==> src/rtl/mcu_pkg.sv <==
// Shared opcode constants and fetch-state encoding for the fetch unit and the
// per-opcode execution FSMs.
package mcu_pkg;

    localparam logic [3:0] OP_NOP  = 4'h0;
    localparam logic [3:0] OP_MOV  = 4'h4;
    localparam logic [3:0] OP_HALT = 4'hF;

    typedef enum logic [2:0] {
        ST_IDLE   = 3'd0,
        ST_FETCH  = 3'd1,
        ST_WAIT   = 3'd2,
        ST_DECODE = 3'd3,
        ST_EXEC   = 3'd4,
        ST_CLEAR  = 3'd5,
        ST_HALTED = 3'd6
    } fetch_state_t;

    // True for opcodes that are consumed by the fetch unit itself and never
    // broadcast to the execution FSMs.
    function automatic logic is_fetch_local(input logic [3:0] op);
        return (op == OP_NOP) || (op == OP_HALT);
    endfunction

endpackage

==> src/rtl/pc_counter.sv <==
// Program counter with load-over-increment priority and natural wrap at the
// top of the address space; reusable by a future call/return stack.
module pc_counter #(
    parameter int PC_WIDTH = 8
) (
    input  logic                clk,
    input  logic                rst,
    input  logic                load,
    input  logic [PC_WIDTH-1:0] load_val,
    input  logic                inc,
    input  logic                enable,
    output logic [PC_WIDTH-1:0] pc
);

    logic [PC_WIDTH-1:0] pc_reg;
    logic [PC_WIDTH-1:0] pc_next;

    always_comb begin
        pc_next = pc_reg;
        if (enable) begin
            if (load) begin
                pc_next = load_val;
            end else if (inc) begin
                pc_next = pc_reg + 1'b1;
            end
        end
    end

    always_ff @(posedge clk) begin
        if (rst) begin
            pc_reg <= '0;
        end else begin
            pc_reg <= pc_next;
        end
    end

    assign pc = pc_reg;

endmodule

==> src/rtl/instr_fetch_unit.sv <==
// Fetch/dispatch controller: reads program memory at pc, holds the word on
// `instruction` until exec_done, and inserts NOP between instructions.
// Optional EXEC watchdog enabled by defining FETCH_WATCHDOG_EN.
module instr_fetch_unit
    import mcu_pkg::*;
#(
    parameter int PC_WIDTH    = 8,
    parameter int INSTR_WIDTH = 16
`ifdef FETCH_WATCHDOG_EN
    ,
    parameter int WDT_CYCLES  = 64
`endif
) (
    input  logic                   clk,
    input  logic                   rst,
    input  logic                   run,
    output logic                   mem_rd,
    output logic [PC_WIDTH-1:0]    mem_addr,
    input  logic [INSTR_WIDTH-1:0] mem_data,
    input  logic                   pc_inc,
    input  logic                   pc_load,
    input  logic [PC_WIDTH-1:0]    pc_load_val,
    input  logic                   exec_done,
    output logic [INSTR_WIDTH-1:0] instruction,
    output logic [PC_WIDTH-1:0]    pc,
    output logic                   halted
`ifdef FETCH_WATCHDOG_EN
    ,
    output logic                   exec_err
`endif
);

    fetch_state_t state_reg, state_next;

    logic [INSTR_WIDTH-1:0] ir_reg, ir_next;
    logic [INSTR_WIDTH-1:0] instruction_reg, instruction_next;
    logic                   mem_rd_reg, mem_rd_next;
    logic                   halted_reg, halted_next;

    logic                   pc_en;
    logic                   pc_inc_sel;
    logic                   pc_load_sel;
    logic [3:0]             opcode;

    assign opcode = ir_reg[INSTR_WIDTH-1 -: 4];

`ifdef FETCH_WATCHDOG_EN
    localparam int WDT_W = $clog2(WDT_CYCLES + 1);

    logic [WDT_W-1:0] wdt_cnt_reg;
    logic             exec_err_reg;
    logic             wdt_expired;

    assign wdt_expired = (wdt_cnt_reg == WDT_W'(WDT_CYCLES - 1));
`endif

    always_comb begin
        state_next  = state_reg;
        ir_next     = ir_reg;
        pc_en       = 1'b0;
        pc_inc_sel  = 1'b0;
        pc_load_sel = 1'b0;

        case (state_reg)
            ST_IDLE: begin
                if (run) begin
                    state_next = ST_FETCH;
                end
            end
            ST_FETCH: begin
                state_next = ST_WAIT;
            end
            ST_WAIT: begin
                ir_next    = mem_data;
                state_next = ST_DECODE;
            end
            ST_DECODE: begin
                if (opcode == OP_HALT) begin
                    state_next = ST_HALTED;
                end else if (opcode == OP_NOP) begin
                    // NOPs are retired here without ever reaching the exec FSMs
                    pc_en      = 1'b1;
                    pc_inc_sel = 1'b1;
                    state_next = ST_FETCH;
                end else begin
                    state_next = ST_EXEC;
                end
            end
            ST_EXEC: begin
                pc_en       = 1'b1;
                pc_load_sel = pc_load;
                pc_inc_sel  = pc_inc;
                if (exec_done) begin
                    state_next = ST_CLEAR;
`ifdef FETCH_WATCHDOG_EN
                end else if (wdt_expired) begin
                    // Abandon the stuck instruction and step past it
                    pc_inc_sel = 1'b1;
                    state_next = ST_CLEAR;
`endif
                end
            end
            ST_CLEAR: begin
                state_next = ST_FETCH;
            end
            ST_HALTED: begin
                state_next = ST_HALTED;
            end
            default: begin
                state_next = ST_IDLE;
            end
        endcase
    end

    // Outputs are computed from the next state so they change only on state
    // transitions and come straight out of flops.
    always_comb begin
        mem_rd_next      = (state_next == ST_FETCH);
        halted_next      = (state_next == ST_HALTED);
        instruction_next = '0;
        if (state_next == ST_EXEC) begin
            instruction_next = ir_next;
        end
    end

    always_ff @(posedge clk) begin
        if (rst) begin
            state_reg       <= ST_IDLE;
            ir_reg          <= '0;
            instruction_reg <= '0;
            mem_rd_reg      <= 1'b0;
            halted_reg      <= 1'b0;
        end else begin
            state_reg       <= state_next;
            ir_reg          <= ir_next;
            instruction_reg <= instruction_next;
            mem_rd_reg      <= mem_rd_next;
            halted_reg      <= halted_next;
        end
    end

`ifdef FETCH_WATCHDOG_EN
    always_ff @(posedge clk) begin
        if (rst) begin
            wdt_cnt_reg  <= '0;
            exec_err_reg <= 1'b0;
        end else begin
            if (state_reg == ST_DECODE) begin
                wdt_cnt_reg <= '0;
            end else if (state_reg == ST_EXEC) begin
                wdt_cnt_reg <= wdt_cnt_reg + 1'b1;
            end
            if (state_reg == ST_EXEC && !exec_done && wdt_expired) begin
                exec_err_reg <= 1'b1;
            end
        end
    end

    assign exec_err = exec_err_reg;
`endif

    pc_counter #(
        .PC_WIDTH (PC_WIDTH)
    ) u_pc_counter (
        .clk      (clk),
        .rst      (rst),
        .load     (pc_load_sel),
        .load_val (pc_load_val),
        .inc      (pc_inc_sel),
        .enable   (pc_en),
        .pc       (pc)
    );

    assign mem_addr    = pc;
    assign mem_rd      = mem_rd_reg;
    assign instruction = instruction_reg;
    assign halted      = halted_reg;

endmodule

==> config.mk <==
export PLATFORM = sky130hd
export DESIGN_NAME = instr_fetch_unit
export DESIGN_NICKNAME = d
export VERILOG_FILES = /design/src/rtl/mcu_pkg.sv /design/src/rtl/pc_counter.sv /design/src/rtl/instr_fetch_unit.sv
export SDC_FILE = /design/constraint.sdc
export NUM_CORES = 1
export LEC_CHECK = 0
export BUFFER_PORTS_ARGS = -buffer_cell sky130_fd_sc_hd__buf_2
export CORE_MARGIN = 4
export CORE_UTILIZATION = 39
export CTS_BUF_LIST = sky130_fd_sc_hd__clkbuf_16
export DETAILED_ROUTE_END_ITERATION = 8
export GPL_ROUTABILITY_DRIVEN = 0
export PLACE_DENSITY = 0.65
export REMOVE_ABC_BUFFERS = 1
export SYNTH_ARGS = -nofsm -noshare
export SYNTH_HDL_FRONTEND = slang
export SYNTH_HIERARCHICAL = 1
export SYNTH_SLANG_ARGS = --single-unit
export TNS_END_PERCENT = 20
==> constraint.sdc <==
create_clock -name clk -period 1.77 [get_ports clk]
set_clock_uncertainty 0.05 [all_clocks]
set_input_delay 0.2655 -clock clk [delete_from_list [all_inputs] [get_ports clk]]
set_output_delay 0.2655 -clock clk [all_outputs]
set_load 0.02 [all_outputs]
==> results.md, run 1 <==
- Fin crit period: around 1.7 ns
- Yosys reg bits: 45
- Number of I/O pins: 64
- CP Max Fanout: 8
- Fill cell count: 472
- Hold Vio Cnt, Final: 0
- DRC viols: 0
- Die height: 79.4 um
- CTS Root Cell: clkbuf_16
- Worst Path Required: 1.93 ns
- CP max stage delay: 0.33 ns
- Mean Syn Cell Area: 10.2 um^2
- Synth area leader: dfxtp_1
- Total Routing Usage GR: about 15%
- Fmax achieved: between 0.5 and 0.6 GHz
- Pre-antenna DRT Iters: 4
- Ratio of cells with drive above 1 in the final layout: between 40% and 50%
- Main synth FF type: dfxtp_1
- Hold Path Class: input port to register
- Post-DP Area: 0.00235 mm^2
- Asr flop ratio synth: 0%
- Sequential-to-total area share from yosys stat: 45.4%
- Family with the most delay on the worst path: simple AND/OR/NAND/NOR gates
- Final instance area: 0.00254 mm^2
- Slew Viols, Final: 0
- H-tree depth: 2
- Number of max-cap violations: 0
- Clock sink count: 45
- Global-route wire length before repair: around 7.6 mm
- Status: finished clean
- Setup CP Type: register to register
- Clk buf depth: 2
- Cell area after synthesis: 0.00199 mm^2
- Final setup TNS: 0 ns
- Total CTS buffers: 5
- Peak supply drop: 0.000700 V
- Crit Reg-Reg Startpoint: ir_reg[12]
- Initial antenna violation count: 0
- Synth area leaders: dfxtp_1 (45%), mux2i_1 (8.6%), nor2_1 (4.9%)
- Hold Path Stages: 3
- # hold bufs at CTS: 0
- Port bufs: 63
- Total grt overflow: 0
- Cell Rows: 25
- PwrDens: 913 mW/mm^2
- Initial core utilization: 41.2%
- Nets@finish: between 200 and 300
- Largest net degree at the start of global routing: 22
- Post-DR vias/cell: roughly 5.0
- Worst r2r path cells: 6
- Worst Path Arrival: 1.88 ns
- Cell count after synthesis: 195
- N_diodes: 0
- Final ANT Viol Nets: 0
- Final Core Density: a little over half
- Most frequent cells in the layout: buf_2 (63), dfxtp_1 (43), nor2_1 (26), mux2i_1 (17)
- CORE AREA: 0.00482 mm^2
- Worst R2R Setup Slack: ~0.050 ns
- Final setup fails: 0
- Area share of the largest cell type after synthesis: 45.4%
- YS warnings: 6
- Clk_lat worst skew: 0.28 ns
- Clock transition at the registers of the reported paths: 0.06 ns
- WL/cell: 13.8 um
- Post-synth EDFFs: 0
- RSZ-0062 raised after global routing: true
- Post-DP HPWL: 3.17 mm
- Startpoint Class: register
- CTS tree: built
- Number of global-route vias before repair: 1579
- CP cell instances: nor4_4 -> nand4b_1 -> nand2_2 -> o21ai_4 -> or3_1 -> a31oi_1
- Hold Path Origin: mem_data[1]
- Relative slew slack: between 70 and 80%
- Actual slew at the worst max-slew pin: 0.302 ns
- Die ar.: roughly 0.0063 mm^2
- WL final: 4.54 mm
- Commonest non-fill, non-tap cell in the layout: buf_2
- Endpoint type of the worst setup path: register
- Final worst path period share: 97.1%
- CP max stage cell: dfxtp_2
- Total number of vias: 1645
- Die Wd: 79.4 um
- Reg2reg end: u_pc_counter/pc[0]
- CP bufs+invs: 0
- Iteration-0 DRC Markers: 69
- Area delta synth->final: 28.0%
- Synth unique cells: 52
- LEAKAGE: 1.08 nW
- Hold endpoint: ir_reg[1]
==> final cells by class <==
| class | count | area, um^2 | share of cell area, % |
|---|---|---|---|
| Clock inverter | 2 | 16.3 | 0.640 |
| Sequential cell | 45 | 903 | 35.5 |
| Multi-Input combinational cell | 126 | 922 | 36.3 |
| Clock buffer | 5 | 125 | 4.92 |
| Tap cell | 67 | 83.8 | 3.30 |
| Inverter | 3 | 11.3 | 0.443 |
| Timing Repair Buffer | 81 | 479 | 18.9 |
==> metal layers <==
layer / up-vias / part of all wire (%) / track usage [%]
li1: 839 / - / -
met1: 776 / 46 / 20.1
met2: 26 / 49 / 24.0
met3: 4 / 3.1 / 3.63
met4: 0 / 1.4 / 5.15
met5: - / 0 / 0
==> cell families after synthesis <==
logic type | share of synthesized area, %
fa+ha+maj | 0.630
mux | 8.57
simple gates | 22.6
buf+inv | 9.96
compound gates | 12.9
flops | 45.4
==> worst reg2reg max path, delay by kind of cell (launching register included) <==
kind	cells	cell delay (ns)
AOI/OAI and AO/OA	2	0.23
and+or+nand+nor	4	1.04
DFF	1	0.33
==> timing repair <==
action,in CTS,in global routing
endpoints found under the setup margin,0,8
gates resized for setup,0,9
setup buffers,0,2
==> through the flow <==
step / hold WS (ns) / total power (W) / cells / setup WS, ns
6_report: 0.194 / 0.00232 / 329 / 0.0505
5_1_grt: 0.213 / 0.00245 / 329 / -0.0358
4_1_cts: 0.191 / 0.00234 / 327 / 0.00822
3_5_place_dp: 0.430 / 0.00144 / 320 / 0.0337
3_3_place_gp: 0.418 / 0.00143 / 320 / 0.0628
2_1_floorplan: 0.284 / 0.00129 / 174 / -0.288
==> Yosys cell counts (all sizes together), types with 2 or more instances <==
| cell | number |
|---|---|
| a221oi | 2 |
| o21ai | 4 |
| and2 | 3 |
| mux2i | 17 |
| nor4 | 17 |
| a32oi | 2 |
| clkbuf | 2 |
| and3 | 4 |
| inv | 3 |
| a211o | 2 |
| nand3 | 4 |
| a31oi | 4 |
| a21oi | 6 |
| nand4 | 4 |
| nor2 | 28 |
| dfxtp | 45 |
| buf | 19 |
| nor3b | 3 |
| nand2 | 5 |
==> power by group <==
part	internal (W)	switching, W	leakage [nW]
Combinational	0.000159	0.000188	0.651
Clock	0.000517	0.000378	0.0659
Sequential	0.00105	0.0000271	0.365
==> worst max path at each step <==
stage                            start                 end  depth (start not counted)
final                       ir_reg[12]  u_pc_counter/pc[0]                          6
after detailed placement    ir_reg[12]  u_pc_counter/pc[4]                          6
after CTS                   ir_reg[12]  u_pc_counter/pc[4]                          6
after floorplan           state_reg[1]      instruction[6]                          3
after global routing        ir_reg[12]  u_pc_counter/pc[0]                          6
after global placement      ir_reg[12]  u_pc_counter/pc[4]                          6
(Power assumes the default switching activity.)
==> run 2, diff against run 1 <==
CORE_ASPECT_RATIO = 1.4   (was not set)
==> run 2 against run 1 <==
- fmax up 0.42%
- core utilization grew 0.63 points
- global-route usage decreased by 1.3 points
- count of clock-buffer cells in the layout unchanged
- register-to-register slack about the same
- clock power grew 14%
- via count up 2.9%
- total power is 5.5% higher
- routed wire length shrank 4.3%
- critical endpoint unchanged
==> results.md, run 2 (synthesized netlist as in run 1, its figures left out) <==
- GRT busiest layer: met2 (unchanged)
- Final setup fails: 0 (unchanged)
- CTS Root Cell: clkbuf_16 (unchanged)
- Die ar.: 0.00631 mm^2 (was 0.00630 mm^2)
- Final instance area: 0.00261 mm^2 (was 0.00254 mm^2)
- Worst Path Required: 1.92 ns (was 1.93 ns)
- Actual slew at the worst max-slew pin: 0.319 ns (was 0.302 ns)
- Post-DP Area: 0.00237 mm^2 (was 0.00235 mm^2)
- DRC viols: 0 (unchanged)
- Peak supply drop: 0.000430 V (was 0.000700 V)
- CORE AREA: 0.00488 mm^2 (was 0.00482 mm^2)
- Clock sink count: 45 (unchanged)
- Die height: 92.4 um (was 79.4 um)
- Final Core Density: 53.4% (was 52.8%)
- Met1 global-route usage: 17.4% (was 20.1%)
- Nets@finish: 295 (was 293)
- Clk buf depth: 2 (unchanged)
- Number of max-cap violations: 0 (unchanged)
- Clk_lat worst skew: 0.27 ns (was 0.28 ns)
- # hold bufs at CTS: 0 (unchanged)
- Final setup TNS: 0 ns (unchanged)
- Status: finished clean (unchanged)
- Area delta synth->final: 31.2% (was 28.0%)
- CTS tree: built (unchanged)
- CP cell instances: nor4_4 -> nand4b_1 -> nand2_2 -> o21ai_4 -> or3_1 -> a31oi_1 (unchanged)
- Number of global-route vias before repair: 1504 (was 1579)
- Ratio of cells with drive above 1 in the final layout: 43.0% (was 41.6%)
- Die Wd: 68.3 um (was 79.4 um)
- Hold Vio Cnt, Final: 0 (unchanged)
- Family with the most delay on the worst path: simple AND/OR/NAND/NOR gates (unchanged)
- Total Routing Usage GR: 13.8% (was 15.1%)
- H-tree depth: 2 (unchanged)
- Hold Path Class: input port to register (unchanged)
- CP bufs+invs: 0 (unchanged)
- CP max stage delay: 0.36 ns (was 0.33 ns)
- Global Route met2 Usage: 22.8% (was 24.0%)
- Cell Rows: 30 (was 25)
- WL final: 4.34 mm (was 4.54 mm)
- Largest net degree at the start of global routing: 21 (was 22)
- N_diodes: 0 (unchanged)
- Post-DR vias/cell: 5.15 (was 5.00)
- Total CTS buffers: 5 (unchanged)
- Post-DP HPWL: 3.16 mm (was 3.17 mm)
- Startpoint Class: register (unchanged)
- Fmax achieved: 0.584 GHz (was 0.582 GHz)
- PwrDens: 939 mW/mm^2 (was 913 mW/mm^2)
- Initial core utilization: 40.7% (was 41.2%)
- RSZ-0062 raised after global routing: true (unchanged)
- Relative slew slack: 78.7% (was 79.8%)
- Worst Path Arrival: 1.87 ns (was 1.88 ns)
- Pre-antenna DRT Iters: 4 (unchanged)
- Number of I/O pins: 64 (unchanged)
- Grt met3 use: 3.76% (was 3.63%)
- Iteration-0 DRC Markers: 86 (was 69)
- Total grt overflow: 0 (unchanged)
- Final worst path period share: 96.7% (was 97.1%)
- Slew Viols, Final: 0 (unchanged)
- Global-route wire length before repair: 6.91 mm (was 7.62 mm)
- WL/cell: 13.2 um (was 13.8 um)
- Commonest non-fill, non-tap cell in the layout: buf_2 (unchanged)
- Clock transition at the registers of the reported paths: 0.06 ns (about the same)
- CP max stage cell: dfxtp_4 (was dfxtp_2)
- Setup CP Type: register to register (unchanged)
- Initial antenna violation count: 0 (unchanged)
- LEAKAGE: 1.11 nW (was 1.08 nW)
- Port bufs: 63 (unchanged)
- Total number of vias: 1693 (was 1645)
- Endpoint type of the worst setup path: register (unchanged)
- Fin crit period: 1.71 ns (was 1.72 ns)
- CP Max Fanout: 5 (was 8)
- Most frequent cells in the layout: buf_2 (63), dfxtp_1 (43), nor2_1 (26), mux2i_1 (17), nor4_1 (15) (was buf_2 (63), dfxtp_1 (43), nor2_1 (26), mux2i_1 (17))
- Final ANT Viol Nets: 0 (unchanged)
==> run 2: changes by cell type in the layout (fill, tap and decap cells not counted), sizes merged <==
cell	delta
buf	+2
bufinv	+1
==> run 2: final cells by class <==
class                      count  area [um^2]
tap                           64         80.1
clock inverter                 3         41.3
multi-input combinational    126          936
fill                         451         2270
inverter                       3         11.3
clock buffer                   5          125
sequential                    45          906
timing repair buffer          83          505
==> run 2: report_power, final <==
group | total (W) | internal, W | leakage, nW | switching [W]
combinational | 0.000352 | 0.000164 | 0.666 | 0.000188
clock | 0.00102 | 0.000660 | 0.0775 | 0.000357
sequential | 0.00108 | 0.00105 | 0.366 | 0.0000287
total | 0.00245 | 0.00187 | 1.11 | 0.000573
==> run 2: worst min-delay path, stage by stage <==
cell and delay, ns:
buf_2 0.07, mux2i_1 0.07, nor2_1 0.08
==> run 2: repair_timing <==
| item | 4_1_cts | 5_1_grt |
|---|---|---|
| buffers inserted | 1 | 1 |
| gates resized for setup | 2 | 17 |
| setup endpoints to repair | 5 | 6 |
| gates cloned | 0 | 0 |
| pin swaps | 1 | 8 |
==> run 2: stage by stage <==
| step | power (W) | hold slack (ns) | cells | worst slack [ns] |
|---|---|---|---|---|
| final | 0.00245 | 0.204 | 329 | 0.0576 |
| after global routing | 0.00255 | 0.222 | 329 | -0.0539 |
| after CTS | 0.00247 | 0.201 | 329 | 0.00632 |
| after detailed placement | 0.00144 | 0.430 | 320 | -0.0352 |
| after global placement | 0.00144 | 0.417 | 320 | 0.0116 |
| after floorplan | 0.00129 | 0.284 | 174 | -0.288 |
==> run 2: path summary, 6_finish.rpt <==
check                                  from            endpoint  slack (ns)  depth (start not counted)
worst min register to register    ir_reg[2]           ir_reg[2]        0.44                          2
worst min-delay path            mem_data[3]           ir_reg[3]        0.20                          3
worst max-delay path             ir_reg[14]  u_pc_counter/pc[0]        0.06                          6
worst max register to register   ir_reg[14]  u_pc_counter/pc[0]        0.06                          6
==> run 2: routing by layer <==
| metal | share of wire [%] | wire length (um) | up-vias |
|---|---|---|---|
| li1 | - | - | 853 |
| met5 | 0 | 0 | - |
| met4 | 0.67 | 29 | 0 |
| met1 | 44 | 1930 | 769 |
| met2 | 46 | 2010 | 69 |
| met3 | 8.5 | 369 | 2 |
==> run 3, diff against run 2 <==
--- a/config.mk
+++ b/config.mk
@@ -13,5 +13,5 @@
 export DETAILED_ROUTE_END_ITERATION = 8
 export GPL_ROUTABILITY_DRIVEN = 0
-export PLACE_DENSITY = 0.65
+export PLACE_DENSITY = 0.63
 export REMOVE_ABC_BUFFERS = 1
 export SYNTH_ARGS = -nofsm -noshare
==> constraint.sdc (replaced) <==
create_clock -name clk -period 2 [get_ports clk]
set_clock_uncertainty 0.05 [all_clocks]
set_input_delay 0.2 -clock clk [delete_from_list [all_inputs] [get_ports clk]]
set_output_delay 0.2 -clock clk [all_outputs]
set_load 0.02 [all_outputs]
==> run 3 against run 2 <==
- via count is 4.1% lower
- sequential cell count stayed put
- final cell count is 2.7% lower
- first-iteration DRC count is 3.5% lower
- total power is 19% lower
- die area stayed put
- clock power is 26% lower
- register-to-register slack better by 0.13 ns
- combinational power is 21% lower
- critical endpoint unchanged
==> results.md, run 3 (synthesized netlist as in run 1, its figures left out) <==
- Post-CTS setup buffer count: 0 (was 1)
- Total Routing Usage GR: 13.8% (about the same)
- Fmax achieved: 0.553 GHz (was 0.584 GHz)
- WL/cell: 13.1 um (was 13.2 um)
- Die ar.: 0.00631 mm^2 (unchanged)
- Number of global-route vias before repair: 1520 (was 1504)
- Number of max-cap violations: 0 (unchanged)
- Largest net degree at the start of global routing: 21 (unchanged)
- Most frequent cells in the layout: buf_2 (63), dfxtp_1 (45), nor2_1 (26), mux2i_1 (17), nor4_1 (15) (was buf_2 (63), dfxtp_1 (43), nor2_1 (26), mux2i_1 (17), nor4_1 (15))
- Post-DP Area: 0.00228 mm^2 (was 0.00237 mm^2)
- Final setup TNS: 0 ns (unchanged)
- DP Worst Slack: 0.138 ns (was -0.0352 ns)
- Cell Rows: 30 (unchanged)
- Clock transition at the registers of the reported paths: 0.06 ns (about the same)
- Area delta synth->final: 22.1% (was 31.2%)
- LEAKAGE: 1.04 nW (was 1.11 nW)
- Worst Path Required: 2.15 ns (was 1.92 ns)
- CTS tree: built (unchanged)
- Pre-antenna DRT Iters: 4 (unchanged)
- Peak supply drop: 0.000283 V (was 0.000430 V)
- Nets@finish: 286 (was 295)
- Ratio of cells with drive above 1 in the final layout: 38.3% (was 43.0%)
- Initial core utilization: 40.7% (unchanged)
- Slew Viols, Final: 0 (unchanged)
- Hold Vio Cnt, Final: 0 (unchanged)
- Clk_lat worst skew: 0.27 ns (about the same)
- Final setup fails: 0 (unchanged)
- Number of I/O pins: 64 (unchanged)
- Placed Instances: 312 (was 320)
- Fin crit period: 1.81 ns (was 1.71 ns)
- Post-DP HPWL: 3.05 mm (was 3.16 mm)
- Die height: 92.4 um (unchanged)
- Port bufs: 63 (unchanged)
- Hold Path Class: input port to register (unchanged)
- H-tree depth: 2 (unchanged)
- Setup ws final: 0.192 ns (was 0.0576 ns)
- RSZ-0062 raised after global routing: false (was true)
- Die Wd: 68.3 um (unchanged)
- Final instance area: 0.00242 mm^2 (was 0.00261 mm^2)
- Endpoint type of the worst setup path: register (unchanged)
- Clk buf depth: 2 (unchanged)
- DRC viols: 0 (unchanged)
- Post-Layout Cell Count: 320 (was 329)
- Total CTS buffers: 5 (unchanged)
- Relative slew slack: 74.7% (was 78.7%)
- WL final: 4.19 mm (was 4.34 mm)
- Post-DR vias/cell: 5.07 (was 5.15)
- N_diodes: 0 (unchanged)
- Initial antenna violation count: 0 (unchanged)
- Iteration-0 DRC Markers: 83 (was 86)
- Startpoint Class: register (unchanged)
- Worst Path Arrival: 1.96 ns (was 1.87 ns)
- CP Max Fanout: 9 (was 5)
- Fill cell count: 480 (was 451)
- Final worst path period share: 90.4% (was 96.7%)
- Commonest non-fill, non-tap cell in the layout: buf_2 (unchanged)
- PwrDens: 821 mW/mm^2 (was 939 mW/mm^2)
- CORE AREA: 0.00488 mm^2 (unchanged)
- CTS Root Cell: clkbuf_16 (unchanged)
- Actual slew at the worst max-slew pin: 0.380 ns (was 0.319 ns)
- Total grt overflow: 0 (unchanged)
- Clock sink count: 45 (unchanged)
- Total number of vias: 1623 (was 1693)
- Global-route wire length before repair: 6.83 mm (was 6.91 mm)
- Setup CP Type: register to register (unchanged)
- Status: finished clean (unchanged)
- Final hold slack: 0.135 ns (was 0.204 ns)
- Final ANT Viol Nets: 0 (unchanged)
[run 3: stage by stage]
| stage | total power [W] | util (%) |
|---|---|---|
| after detailed placement | 0.00126 | 46.8 |
| after floorplan | 0.00114 | - |
| final | 0.00199 | 49.7 |
| after global placement | 0.00125 | 46.8 |
| after CTS | 0.00202 | 49.6 |
| after global routing | 0.00208 | 49.7 |
[run 3: what timing repair did]
item	CTS	global route
hold buffers	0	0
resized for setup	0	1
setup endpoints to repair	0	1
[run 3: cell type report]
cell class	count	area, um^2	area share (%)
Tap cell	64	80.1	3.30
Clock inverter	3	13.8	0.568
Inverter	3	11.3	0.465
Clock buffer	5	125	5.16
Sequential cell	45	901	37.2
Multi-Input combinational cell	126	895	36.9
Timing Repair Buffer	74	398	16.4
[run 3: worst paths after layout]
path,from,cells after the start,slack (ns),to
setup reg to reg,ir_reg[12],6,0.19,u_pc_counter/pc[0]
hold / removal,mem_data[3],3,0.13,ir_reg[3]
hold reg to reg,ir_reg[2],2,0.44,ir_reg[2]
setup / recovery,ir_reg[12],6,0.19,u_pc_counter/pc[0]
[run 3: worst max-delay path, cell delays in order, from the launching register on]
cell      delay [ns]
dfxtp_1         0.33
nor4_2          0.33
nand4b_1        0.21
nand2_1         0.18
o21ai_2         0.15
or3_1           0.33
a31oi_1         0.16
[run 3: routing by layer]
| layer | GRT usage (%) | routed length, um | part of all wire [%] | vias to the layer above |
|---|---|---|---|---|
| li1 | - | - | - | 825 |
| met1 | 16.8 | 1790 | 43 | 735 |
| met2 | 22.6 | 1960 | 47 | 57 |
| met3 | 4.00 | 375 | 8.9 | 6 |
| met4 | 4.98 | 70 | 1.7 | 0 |
| met5 | 0 | 0 | 0 | - |
[run 3: power breakdown]
group | internal (W) | total (W) | leakage (nW) | switching [W]
clock | 0.000453 | 0.000757 | 0.0748 | 0.000304
combinational | 0.000125 | 0.000279 | 0.601 | 0.000154
sequential | 0.000929 | 0.000954 | 0.365 | 0.0000252
total | 0.00151 | 0.00199 | 1.04 | 0.000483
